<file path="src/rtl/mac_seq.sv">
// Sequencer that drives an external registered MAC to produce one TAPS-tap FIR output per accepted sample.
// Optional macro MAC_SEQ_ZSKIP_EN: suppress the MAC update enable on ACC cycles whose coefficient is zero.
module mac_seq #(
  parameter int WIDTH      = 24,
  parameter int DATA_WIDTH = 12,
  parameter int TAPS       = 8,
  localparam int AW        = $clog2(TAPS)
) (
  input  logic                  Clk_CI,
  input  logic                  Rst_RBI,
  input  logic [DATA_WIDTH-1:0] In_DI,
  input  logic                  InValid_SI,
  output logic                  InReady_SO,
  input  logic                  CoefWrEn_SI,
  input  logic [AW-1:0]         CoefAddr_DI,
  input  logic [DATA_WIDTH-1:0] Coef_DI,
  output logic                  MacClr_SO,
  output logic                  MacWrEn_SO,
  output logic [DATA_WIDTH-1:0] MacIn0_DO,
  output logic [DATA_WIDTH-1:0] MacIn1_DO,
  input  logic [WIDTH-1:0]      MacOut_DI,
  output logic [WIDTH-1:0]      Out_DO,
  output logic                  OutValid_SO,
  input  logic                  OutReady_SI
);

  // Input handshake: a sample transfers on an edge where InValid_SI and InReady_SO are both 1.
  // Output handshake: a result transfers on an edge where OutValid_SO and OutReady_SI are both 1;
  // Out_DO is held stable while OutValid_SO waits for OutReady_SI.
  typedef enum logic [2:0] {
    S_IDLE  = 3'd0,
    S_CLEAR = 3'd1,
    S_ACC   = 3'd2,
    S_CAPT  = 3'd3,
    S_OUT   = 3'd4
  } state_e;

  state_e                state_q;
  logic [AW-1:0]         wr_ptr_q;
  logic [AW-1:0]         tap_q;
  logic [AW-1:0]         tap_d;
  logic [AW-1:0]         samp_idx;
  logic [DATA_WIDTH-1:0] coef_q [TAPS];
  logic [DATA_WIDTH-1:0] samp_q [TAPS];
  logic                  ready_q;
  logic                  valid_q;
  logic                  clr_q;
  logic                  wren_q;
  logic [DATA_WIDTH-1:0] in0_q;
  logic [DATA_WIDTH-1:0] in1_q;
  logic [WIDTH-1:0]      out_q;
  logic                  in_hs;
  logic                  wren_d;

  // Operands for the next ACC cycle are registered one edge ahead, so the
  // sample address is computed from the tap index that is about to be used.
  always_comb begin
    tap_d = '0;
    if (state_q == S_ACC) begin
      tap_d = tap_q + AW'(1);
    end
    samp_idx = wr_ptr_q - AW'(1) - tap_d;
    in_hs    = InValid_SI & ready_q;
`ifdef MAC_SEQ_ZSKIP_EN
    wren_d   = |coef_q[tap_d];
`else
    wren_d   = 1'b1;
`endif
  end

  always_ff @(posedge Clk_CI or negedge Rst_RBI) begin
    if (!Rst_RBI) begin
      state_q  <= S_IDLE;
      wr_ptr_q <= '0;
      tap_q    <= '0;
      ready_q  <= 1'b1;
      valid_q  <= 1'b0;
      clr_q    <= 1'b0;
      wren_q   <= 1'b0;
      in0_q    <= '0;
      in1_q    <= '0;
      out_q    <= '0;
      for (int i = 0; i < TAPS; i++) begin
        coef_q[i] <= '0;
        samp_q[i] <= '0;
      end
    end else begin
      case (state_q)
        S_IDLE: begin
          if (CoefWrEn_SI) begin
            coef_q[CoefAddr_DI] <= Coef_DI;
          end
          if (in_hs) begin
            samp_q[wr_ptr_q] <= In_DI;
            wr_ptr_q         <= wr_ptr_q + AW'(1);
            state_q          <= S_CLEAR;
            ready_q          <= 1'b0;
            clr_q            <= 1'b1;
            wren_q           <= 1'b1;
            in0_q            <= '0;
            in1_q            <= '0;
          end
        end
        S_CLEAR: begin
          state_q <= S_ACC;
          tap_q   <= tap_d;
          clr_q   <= 1'b0;
          wren_q  <= wren_d;
          in0_q   <= samp_q[samp_idx];
          in1_q   <= coef_q[tap_d];
        end
        S_ACC: begin
          if (tap_q == AW'(TAPS - 1)) begin
            state_q <= S_CAPT;
            wren_q  <= 1'b0;
            in0_q   <= '0;
            in1_q   <= '0;
          end else begin
            tap_q   <= tap_d;
            wren_q  <= wren_d;
            in0_q   <= samp_q[samp_idx];
            in1_q   <= coef_q[tap_d];
          end
        end
        S_CAPT: begin
          // The MAC has absorbed the last tap at the edge that entered CAPT.
          out_q   <= MacOut_DI;
          valid_q <= 1'b1;
          state_q <= S_OUT;
        end
        S_OUT: begin
          if (OutReady_SI) begin
            valid_q <= 1'b0;
            ready_q <= 1'b1;
            state_q <= S_IDLE;
          end
        end
        default: begin
          state_q <= S_IDLE;
          ready_q <= 1'b1;
          valid_q <= 1'b0;
          clr_q   <= 1'b0;
          wren_q  <= 1'b0;
          in0_q   <= '0;
          in1_q   <= '0;
        end
      endcase
    end
  end

  assign InReady_SO  = ready_q;
  assign OutValid_SO = valid_q;
  assign Out_DO      = out_q;
  assign MacClr_SO   = clr_q;
  assign MacWrEn_SO  = wren_q;
  assign MacIn0_DO   = in0_q;
  assign MacIn1_DO   = in1_q;

endmodule
</file>
<file path="config.mk">
export PLATFORM = sky130hd
export DESIGN_NAME = mac_seq
export DESIGN_NICKNAME = d
export VERILOG_FILES = /design/src/rtl/mac_seq.sv
export SDC_FILE = /design/constraint.sdc
export NUM_CORES = 1
export LEC_CHECK = 0
export BUFFER_PORTS_ARGS = -buffer_cell sky130_fd_sc_hd__buf_2
export CORE_MARGIN = 2
export CORE_UTILIZATION = 50
export DETAILED_ROUTE_END_ITERATION = 7
export PLACE_DENSITY = 0.69
export SYNTH_ARGS = -nofsm -noshare
export SYNTH_HDL_FRONTEND = slang
export SYNTH_SLANG_ARGS = --single-unit
</file>
<file path="constraint.sdc">
create_clock -name Clk_CI -period 3.95 [get_ports Clk_CI]
set_input_delay 0.5925 -clock Clk_CI [delete_from_list [all_inputs] [get_ports Clk_CI]]
set_output_delay 0.5925 -clock Clk_CI [all_outputs]
set_load 0.02 [all_outputs]
</file>
-- Word-level counts from Yosys, hierarchy flattened
Index checks and enable logic that the tools add are counted.
- register bits after elaboration: 253
- bits in latches: 0
- bits in writable memories: 0
- memory bits (read-only): 0
- input bits: 56
- output and inout bits: 52
- logic and storage cells: 103
- memories: 0
- add/sub/neg operators: 4
- multipliers: 0
- div/mod/pow operators: 0
- order comparisons: 6
- equal/unequal tests: 9
- shift operators: 0
- multiplexer cells: 33
- bitwise logic cells: 9
- reduce and logical (&&, ||, !) cells: 16
- operator list (operator ; count):
    $bwmux 96 ; 2
    $mux 12 ; 9
    $pmux 12 s4 ; 2
    $bmux 12 s3 ; 2
    $demux 12 s3 ; 2
    $ge 4x4->1 const B ; 4
    $not 3->4 ; 4
    $mux 3 ; 5
    $pmux 3 s5 ; 1
    $reduce_and 2->1 ; 6
    $reduce_or 3->1 ; 3
    $lt 4x1->1 const B ; 2
    $add 3x1->3 const B ; 2
    $eq 3x2->1 const B ; 2
    $eq 3x3->1 const B ; 2
    $ne 2x2->1 const B ; 3
    $pmux 1 s3 ; 2
    $pmux 3 s2 ; 1
    $reduce_and 3->1 ; 2
    $mux 1 ; 5
    $not 1->1 ; 4
    $pmux 1 s4 ; 1
    $eq 3x1->1 const B ; 1
    $logic_not 3->1 ; 1
    8 further kinds ; 9

-- Logic depth before layout (Yosys ltp)
Gate-level depths: netlist of run 1.
- depth after elaboration: 9
- mapped depth: 12
- mapped depth without buffers: 8

-- Worst setup path before layout of run 1
No wires, ideal clock.
- kind: reg-to-reg
- start point: register tap_q[0]
- end point: register in0_q[10], in the netlist MacIn0_DO[10]
- library setup time: 130 ps
- arrival time: 3095 ps
- required time: 3820 ps
- setup slack: 726 ps
- cell stages (with the launch flop): 13
- path buffers: 5
- period minus slack after synthesis: 3224 ps
- path through: dfrtp_1 -> clkbuf_1 -> nor4b_1 -> buf_2 -> inv_1 -> clkbuf_1 -> ha_1 -> fa_1 -> clkbuf_1 -> clkbuf_1 -> mux4_2 -> mux2i_1 -> o2bb2ai_1
- word-level cells in the longest chain between the ends: 9
- elaborated cells on any way between the ends: 10
- classes of those cells: add/sub (2); eq/ne (1); mux (6); bitwise (1)
- RTL lines (item ; line ; source):
    start: declaration ; 40 ; logic [AW-1:0] tap_q;
    start signal: assignment ; 106 ; tap_q <= tap_d;
    start signal: assignment ; 119 ; tap_q <= tap_d;
    $add 3x1->3 ; 60 ; tap_d = tap_q + AW'(1);
    $mux 3 ; 59 ; if (state_q == S_ACC) begin
    $sub 3x3->3 ; 62 ; samp_idx = wr_ptr_q - AW'(1) - tap_d;
    $not 3->4 (implied by the code) ; 109, 121 ;
    $bmux 12 s3 ; 109, 121 ;
    $mux 12 (implied by the code) (2 in a row) ; 109, 121 ;
    $mux 12 ; 113 ; if (tap_q == AW'(TAPS - 1)) begin
    $pmux 12 s4 * ; 88 ; case (state_q)
    end signal: assignment ; 109 ; in0_q <= samp_q[samp_idx];
    end signal: assignment ; 121 ; in0_q <= samp_q[samp_idx];
    end: declaration ; 49 ; logic [DATA_WIDTH-1:0] in0_q;
Every way passes the cells marked *; elsewhere a longest branch is shown, timed or not. The select of a mux whose other input is x is not followed.
A chain may end at the register's enable or synchronous reset.

-- Worst setup path after layout of run 1
- start point: register state_q[2]
- end point: register in0_q[3], in the netlist MacIn0_DO[3]
- word-level cells in the longest chain between the ends: 9
- elaborated cells on any way between the ends: 17
- classes of those cells: add/sub (1); eq/ne (5); mux (6); bitwise (2); reduce/logical (3)
- RTL lines (item ; line ; source):
    start: declaration ; 38 ; state_e state_q;
    start signal: assignment ; 73 ; state_q <= S_IDLE;
    start signal: assignment ; 96 ; state_q <= S_CLEAR;
    start signal: assignment ; 105 ; state_q <= S_ACC;
    $eq 3x2->1 ; 59, 88 ;
    $mux 3 ; 59 ;
    $sub 3x3->3 ; 62 ;
    $not 3->4 (implied by the code) ; 109, 121 ;
    $bmux 12 s3 ; 109, 121 ;
    $mux 12 (implied by the code) (2 in a row) ; 109, 121 ;
    $mux 12 ; 113 ;
    $pmux 12 s4 ; 88 ;
Several ways; a longest one is shown, not always the timed one. The select of a mux whose other input is x is not followed.

==> metrics.txt, run 1 <==
outcome complete, no violations; number of buffers created by CTS 28; yosys warns 0; Post-CTS Setup Repair Bufs 0; Hold Buf Count CTS 0; post-layout minimum cycle time 3237 ps; Max Freq 0.3089 GHz; most common cell in the synthesized netlist dfrtp_1; ANT nets after route 0; First-pass DRT Iterations 4; Pwr Density 652.3 mW/mm^2; final hold violation count 0; vias 6838; largest area contributor in the netlist dfrtp_1; I/O pin cnt 108; Synth top area share 0.5680; GR Util All Layers 0.2149; Critical Path RT 4350 ps; Detailed Place HPWL 15730 um; Peak VDD IR 0.4450 mV; Avg Cell Area, Syn 14.65 um^2; endpoints failing setup 0; Clock Tree Buf Depth 3; vias in the first global route 7373; worst path cell trace nor4b_2 -> inv_1 -> ha_1 -> fa_1 -> xnor2_1 -> xnor2_2 -> mux2i_1 -> o2bb2ai_1; clk_skew 7.583 ps; die area 0.02341 mm^2; core footprint 0.02182 mm^2; Post-Synthesis Cells 758; CP peak stage delay 900 ps; Max-Cap Viols 0; Vias/cell 5.849; final layout net count 926; Hold Crit Class primary input to asynchronous set/reset pin; Yosys cell types 44; IO Port Bufs 107; initial core utilization 0.5087; crit path DAT 3630 ps; DP Area 0.01196 mm^2; clk slew on worst S/H paths 60 ps; CP max FO 17; clk sinks 253; area grow syn2layout 15.86%; total grt overflow 0; DRC viols 0; FP Rows 54; share of layout cells above drive strength 1 0.4713; top_reg_cell synth dfrtp_1; clk_lat worst skew 530 ps; P_leak 0.005970 uW; Slowest cell on crit path xnor2_2; fill count 1674; Post-synth ARST share 1.000; H-tree Lvls 1; CTS tree done; EDFF count, synth 0; synthesized flop and latch total 253; Slew Viols, Final 0; register area share after synthesis 0.5704; wire length per cell 21.44 um; CP startpoint kind register; largest net degree at the start of global routing 128; GP Congestion 0.8222; initial antenna violation count 2; Setup CP Type register to register; Worst-Margin Slew 1251 ps; unrepaired setup endpoints after global routing no; Syn Nets 819; Die Wd 153.0 um; CP endpoint kind register; first-pass GRT wire length 40140 um; Final period util 0.8196; Mapped Area 0.01110 mm^2; synth cell count leaders 252 x dfrtp_1, 214 x mux2_2, 48 x mux2i_1, 48 x nand2_1, 26 x clkbuf_1; root buffer selected by CTS clkbuf_16; Final Cell Area 0.01286 mm^2; Die Y 153.0 um; Post-Route WL 25060 um; Iteration-0 DRC Markers 527; synth top area cells dfrtp_1 57%, mux2_2 22%, mux4_2 4.9%; post_cts resized 0; setup TNS 0 ps; Worst slew margin 0.1636
-- worst paths after layout --
path,startpoint,cells after the start,endpoint,slack (ps)
setup reg to reg,state_q[2]$_DFFE_PN0P_,8,MacIn0_DO[3]$_DFFE_PN0P_,710
max in group asynchronous,Rst_RBI,2,coef_q[26]$_DFFE_PN0P_,2720
min in group Clk_CI,MacOut_DI[12],2,Out_DO[12]$_DFFE_PN0P_,290
hold reg to reg,samp_q[46]$_DFFE_PN0P_,1,samp_q[46]$_DFFE_PN0P_,500
setup / recovery,state_q[2]$_DFFE_PN0P_,8,MacIn0_DO[3]$_DFFE_PN0P_,710
hold / removal,Rst_RBI,1,coef_q[48]$_DFFE_PN0P_,180
-- report_power, final --
group          internal (uW)  total [uW]  switching, uW
registers               3170        3530            357
clock network           1480        2480           1000
logic                   1120        2380           1260
total                   5770        8390           2620
-- per-layer routing --
layer | track usage | routed length, um | up-vias | part of all wire
met2 | 0.3816 | 13110 | 150 | 0.52
met1 | 0.2758 | 10430 | 3612 | 0.42
li1 | - | - | 3027 | -
met5 | 0 | 0 | - | 0
met4 | 0.05908 | 637 | 0 | 0.025
met3 | 0.03289 | 889 | 49 | 0.035
-- kinds of logic (layout without fill, tap and decap cells) --
kind of cell             count (synthesis)  in the layout  share of synthesized area
AO/OA/AOI/OAI                           64             64                    0.04486
XOR/XNOR                                 4              4                   0.003156
adder cells (fa/ha/maj)                  5              5                   0.006312
buffers and inverters                   53            182                    0.02085
flip-flops                             253            253                     0.5704
multiplexers                           289            289                     0.3121
other                                    0              2                          0
AND/OR/NAND/NOR                         90             90                    0.04238
-- cell usage in the layout (no fill, tap or decap), types with 4 or more instances in the layout --
cell type,instances
nor2_1,11
o2bb2ai_1,12
clkbuf_8,7
nor3_1,4
buf_2,106
o21ai_0,6
dfrtp_1,252
mux4_2,24
ha_1,4
a31oi_1,12
a21oi_1,5
clkbuf_1,10
nand3b_1,6
a32o_1,12
nand2_1,48
clkbuf_16,29
mux2_2,214
mux2i_1,48
clkinv_2,5
inv_1,4
a32oi_1,13
buf_4,18
-- sequential cells by signal (all words and copies together), names as in the netlist, 3 cells and up --
signal / cells
Out_DO: 24
state_q: 3
coef_q: 96
samp_q: 96
MacIn0_DO: 12
MacIn1_DO: 12
wr_ptr_q: 3
tap_q: 3
-- critical path, delay by kind of cell (launching register included) --
family,cells,cell delay [ps]
xor+xnor,2,1070
fa+ha+maj,2,580
flops,1,560
simple gates,1,360
mux,1,310
buf+inv,1,110
compound gates,1,110
-- stage by stage --
stage	cells	util	setup WS (ps)	total power (uW)	hold WS (ps)
global placement	1115	0.5482	872.8	5827	464.6
floorplan	758	-	725.7	5192	296.9
finish	1169	0.5894	712.6	8390	180.5
global route	1168	0.5893	523.5	8815	240.4
detailed placement	1115	0.5482	741.4	5958	480.8
CTS	1167	0.5892	713.8	8462	231.7
-- area by class of cell --
class                   instances  area, um^2  area share
diodes                          2       5.005   0.0003891
flip-flops and latches        253        6332      0.4923
well taps                     280       350.3     0.02724
inverters                       4       15.01    0.001167
clock inverters                 6       33.78    0.002626
multi-input cells             452        4566      0.3550
clock buffers                  46       859.6     0.06683
repair buffers                126       700.7     0.05447
(Power assumes the default switching activity.)
==> inputs of run 2 (changes only) <==
--- a/config.mk
+++ b/config.mk
@@ -5,11 +5,12 @@
 export SDC_FILE = /design/constraint.sdc
 export NUM_CORES = 1
 export LEC_CHECK = 0
+export ABC_AREA = 1
 export BUFFER_PORTS_ARGS = -buffer_cell sky130_fd_sc_hd__buf_2
 export CORE_MARGIN = 2
 export CORE_UTILIZATION = 50
 export DETAILED_ROUTE_END_ITERATION = 7
-export PLACE_DENSITY = 0.69
+export PLACE_DENSITY = 0.72
 export SYNTH_ARGS = -nofsm -noshare
 export SYNTH_HDL_FRONTEND = slang
 export SYNTH_SLANG_ARGS = --single-unit
==> constraint.sdc (replaced) <==
create_clock -name Clk_CI -period 2.95 [get_ports Clk_CI]
set_input_delay 0.4425 -clock Clk_CI [delete_from_list [all_inputs] [get_ports Clk_CI]]
set_output_delay 0.4425 -clock Clk_CI [all_outputs]
set_load 0.02 [all_outputs]
==> run 2 against run 1 <==
Net effect:
- synthesized area grew 6.7%
- design area grew 5.7%
- register-to-register slack lost 370 ps
- critical path type unchanged
==> metrics.txt, run 2 <==
Post-Synthesis Cells 1435 (was 758); clk sinks 253 (unchanged); Peak VDD IR 0.8088 mV (was 0.4450 mV); most common cell in the synthesized netlist nand2_1 (was dfrtp_1); Slew Viols, Final 0 (unchanged); Worst slew margin 0.5892 (was 0.1636); Avg Cell Area, Syn 8.254 um^2 (was 14.65 um^2); endpoints failing setup 0 (unchanged); area grow syn2layout 14.75% (was 15.86%); IO Port Bufs 107 (unchanged); Clock Tree Buf Depth 3 (unchanged); vias 9775 (was 6838); DRC viols 0 (unchanged); top_reg_cell synth dfrtp_1 (unchanged); Die Wd 157.9 um (was 153.0 um); wire length per cell 16.22 um (was 21.44 um); largest area contributor in the netlist dfrtp_1 (unchanged); Final period util 0.8844 (was 0.8196); Mapped Area 0.01185 mm^2 (was 0.01110 mm^2); Syn Nets 1496 (was 819); register area share after synthesis 0.5346 (was 0.5704); die area 0.02494 mm^2 (was 0.02341 mm^2); H-tree Lvls 1 (unchanged); synth top area cells dfrtp_1 53%, nand2_1 16%, o21ai_0 6.1% (was dfrtp_1 57%, mux2_2 22%, mux4_2 4.9%); Critical Path RT 3390 ps (was 4350 ps); Hold Crit Class primary input to register (was primary input to asynchronous set/reset pin); share of layout cells above drive strength 1 0.1591 (was 0.4713); final hold violation count 0 (unchanged); clk_skew 15.87 ps (was 7.583 ps); EDFF count, synth 0 (unchanged); first-pass GRT wire length 49220 um (was 40140 um); FP Rows 56 (was 54); P_leak 0.006841 uW (was 0.005970 uW); clk slew on worst S/H paths 60 ps (about the same); final layout net count 1577 (was 926); Max Freq 0.3833 GHz (was 0.3089 GHz); CP endpoint kind register (unchanged); Max-Cap Viols 0 (unchanged); Vias/cell 5.272 (was 5.849); Iteration-0 DRC Markers 837 (was 527); post_cts resized 0 (unchanged); CTS tree done (unchanged); crit path DAT 3040 ps (was 3630 ps); unrepaired setup endpoints after global routing no (unchanged); GR Util All Layers 0.2492 (was 0.2149); Yosys cell types 31 (was 44); Post-Route WL 30080 um (was 25060 um); yosys warns 0 (unchanged); vias in the first global route 9404 (was 7373); root buffer selected by CTS clkbuf_16 (unchanged); outcome complete, no violations (unchanged); Post-synth ARST share 1.000 (unchanged); Power, Total 17220 uW (was 8390 uW); fill count 2056 (was 1674); setup TNS 0 ps (unchanged); number of buffers created by CTS 28 (unchanged); post-layout minimum cycle time 2609 ps (was 3237 ps); most common cell after layout, fill and taps aside nand2_1 (was dfrtp_1); Worst-Margin Slew 615.5 ps (was 1251 ps); initial antenna violation count 1 (was 2); Pwr Density 1267 mW/mm^2 (was 652.3 mW/mm^2); clk_lat worst skew 550 ps (was 530 ps); initial core utilization 0.5077 (was 0.5087); CP startpoint kind register (unchanged); I/O pin cnt 108 (unchanged); Setup CP Type register to register (unchanged); largest net degree at the start of global routing 62 (was 128); Synth top area share 0.5324 (was 0.5680); CP max FO 13 (was 17); most frequent cells in the layout 492 x nand2_1, 252 x dfrtp_1, 144 x o21ai_0 (was 252 x dfrtp_1, 214 x mux2_2, 106 x buf_2); Final Util 0.5825 (was 0.5894); ANT nets after route 0 (unchanged); core footprint 0.02333 mm^2 (was 0.02182 mm^2); Die Y 157.9 um (was 153.0 um); GP Congestion 0.7831 (was 0.8222); First-pass DRT Iterations 5 (was 4); Detailed Place HPWL 18530 um (was 15730 um); synth cell count leaders 492 x nand2_1, 252 x dfrtp_1, 144 x o21ai_0, 134 x inv_1, 124 x nand3_1 (was 252 x dfrtp_1, 214 x mux2_2, 48 x mux2i_1, 48 x nand2_1, 26 x clkbuf_1); total grt overflow 0 (unchanged); synthesized flop and latch total 253 (unchanged)
[run 2: cell count changes after synthesis, sizes merged, moves of 13 or more]
cell / previous run / this run
nand3: 3 / 130
mux2: 217 / 24
nand4: 0 / 40
buf: 23 / 58
inv: 4 / 137
mux2i: 48 / 0
mux4: 24 / 0
a32oi: 13 / 0
nor2: 11 / 39
o21ai: 7 / 187
nand2: 48 / 495
[run 2: per-stage QoR]
stage | std cells | cell area (um^2) | worst slack (ps) | hold WS, ps
4_1_cts | 1853 | 13590 | 348.5 | 107.3
6_report | 1854 | 13590 | 341.0 | 124.3
3_5_place_dp | 1804 | 12640 | 367.2 | 410.8
3_3_place_gp | 1804 | 12640 | 459.2 | 411.0
2_1_floorplan | 1435 | 11850 | 237.8 | 146.9
5_1_grt | 1854 | 13590 | 106.5 | 115.8
[run 2: what timing repair did]
| item | in CTS | in global routing |
|---|---|---|
| hold buffers | 1 | 0 |
| buffers inserted | 0 | 0 |
| endpoints found under the hold margin | 56 | 0 |
| endpoints found under the setup margin | 0 | 0 |
[run 2: layout make-up]
| class | count | area [um^2] | share of cell area |
|---|---|---|---|
| inverter | 138 | 519.2 | 0.03820 |
| tap | 319 | 399.1 | 0.02937 |
| multi-input combinational | 948 | 4518 | 0.3324 |
| timing repair buffer | 147 | 885.9 | 0.06518 |
| antenna | 1 | 2.502 | 0.0001841 |
| sequential | 253 | 6332 | 0.4659 |
| clock inverter | 7 | 75.07 | 0.005523 |
| clock buffer | 41 | 859.6 | 0.06324 |
[run 2: per-layer routing]
metal / GRT usage / vias to the layer above / part of all wire
met2: 0.4248 / 300 / 0.50
met3: 0.03367 / 58 / 0.053
li1: - / 4750 / -
met1: 0.3310 / 4667 / 0.42
met5: 0 / - / 0
met4: 0.07792 / 0 / 0.029
[run 2: cells by family after synthesis]
family / synth area share
AOI/OAI and AO/OA: 0.08535
and+or+nand+nor: 0.2649
DFF: 0.5346
buffers and inverters: 0.08418
muxes: 0.02282
xor gates and xnor gates: 0.002219
adders and majority gates: 0.005916
[run 2: critical path: stages, from the launching register on]
cell     delay [ps]
dfrtp_1         560
ha_1            390
nand3_1         120
fa_1            430
xnor2_1         190
nand2_1         100
nand2_1         450
nand2_1         110
nand3_1         110
nand2_1          50
[run 2: final timing paths]
| path | start | to | slack (ps) | cells past startpoint |
|---|---|---|---|---|
| max | tap_q[0]$_DFFE_PN0P_ | MacIn0_DO[8]$_DFFE_PN0P_ | 340 | 9 |
| min | MacOut_DI[3] | Out_DO[3]$_DFFE_PN0P_ | 120 | 2 |
| max reg2reg | tap_q[0]$_DFFE_PN0P_ | MacIn0_DO[8]$_DFFE_PN0P_ | 340 | 9 |
| min reg2reg | MacIn1_DO[6]$_DFFE_PN0P_ | MacIn1_DO[6]$_DFFE_PN0P_ | 470 | 2 |
| max in group asynchronous | Rst_RBI | Out_DO[18]$_DFFE_PN0P_ | 1700 | 3 |
| min in group asynchronous | Rst_RBI | coef_q[34]$_DFFE_PN0P_ | 430 | 2 |
[run 2: power breakdown]
group | switching [uW] | total [uW] | internal, uW | leakage, uW
sequential | 896 | 5990 | 5100 | 0.00311
combinational | 5030 | 7740 | 2700 | 0.00326
clock | 1400 | 3490 | 2090 | 0.000468
total | 7330 | 17200 | 9890 | 0.00684
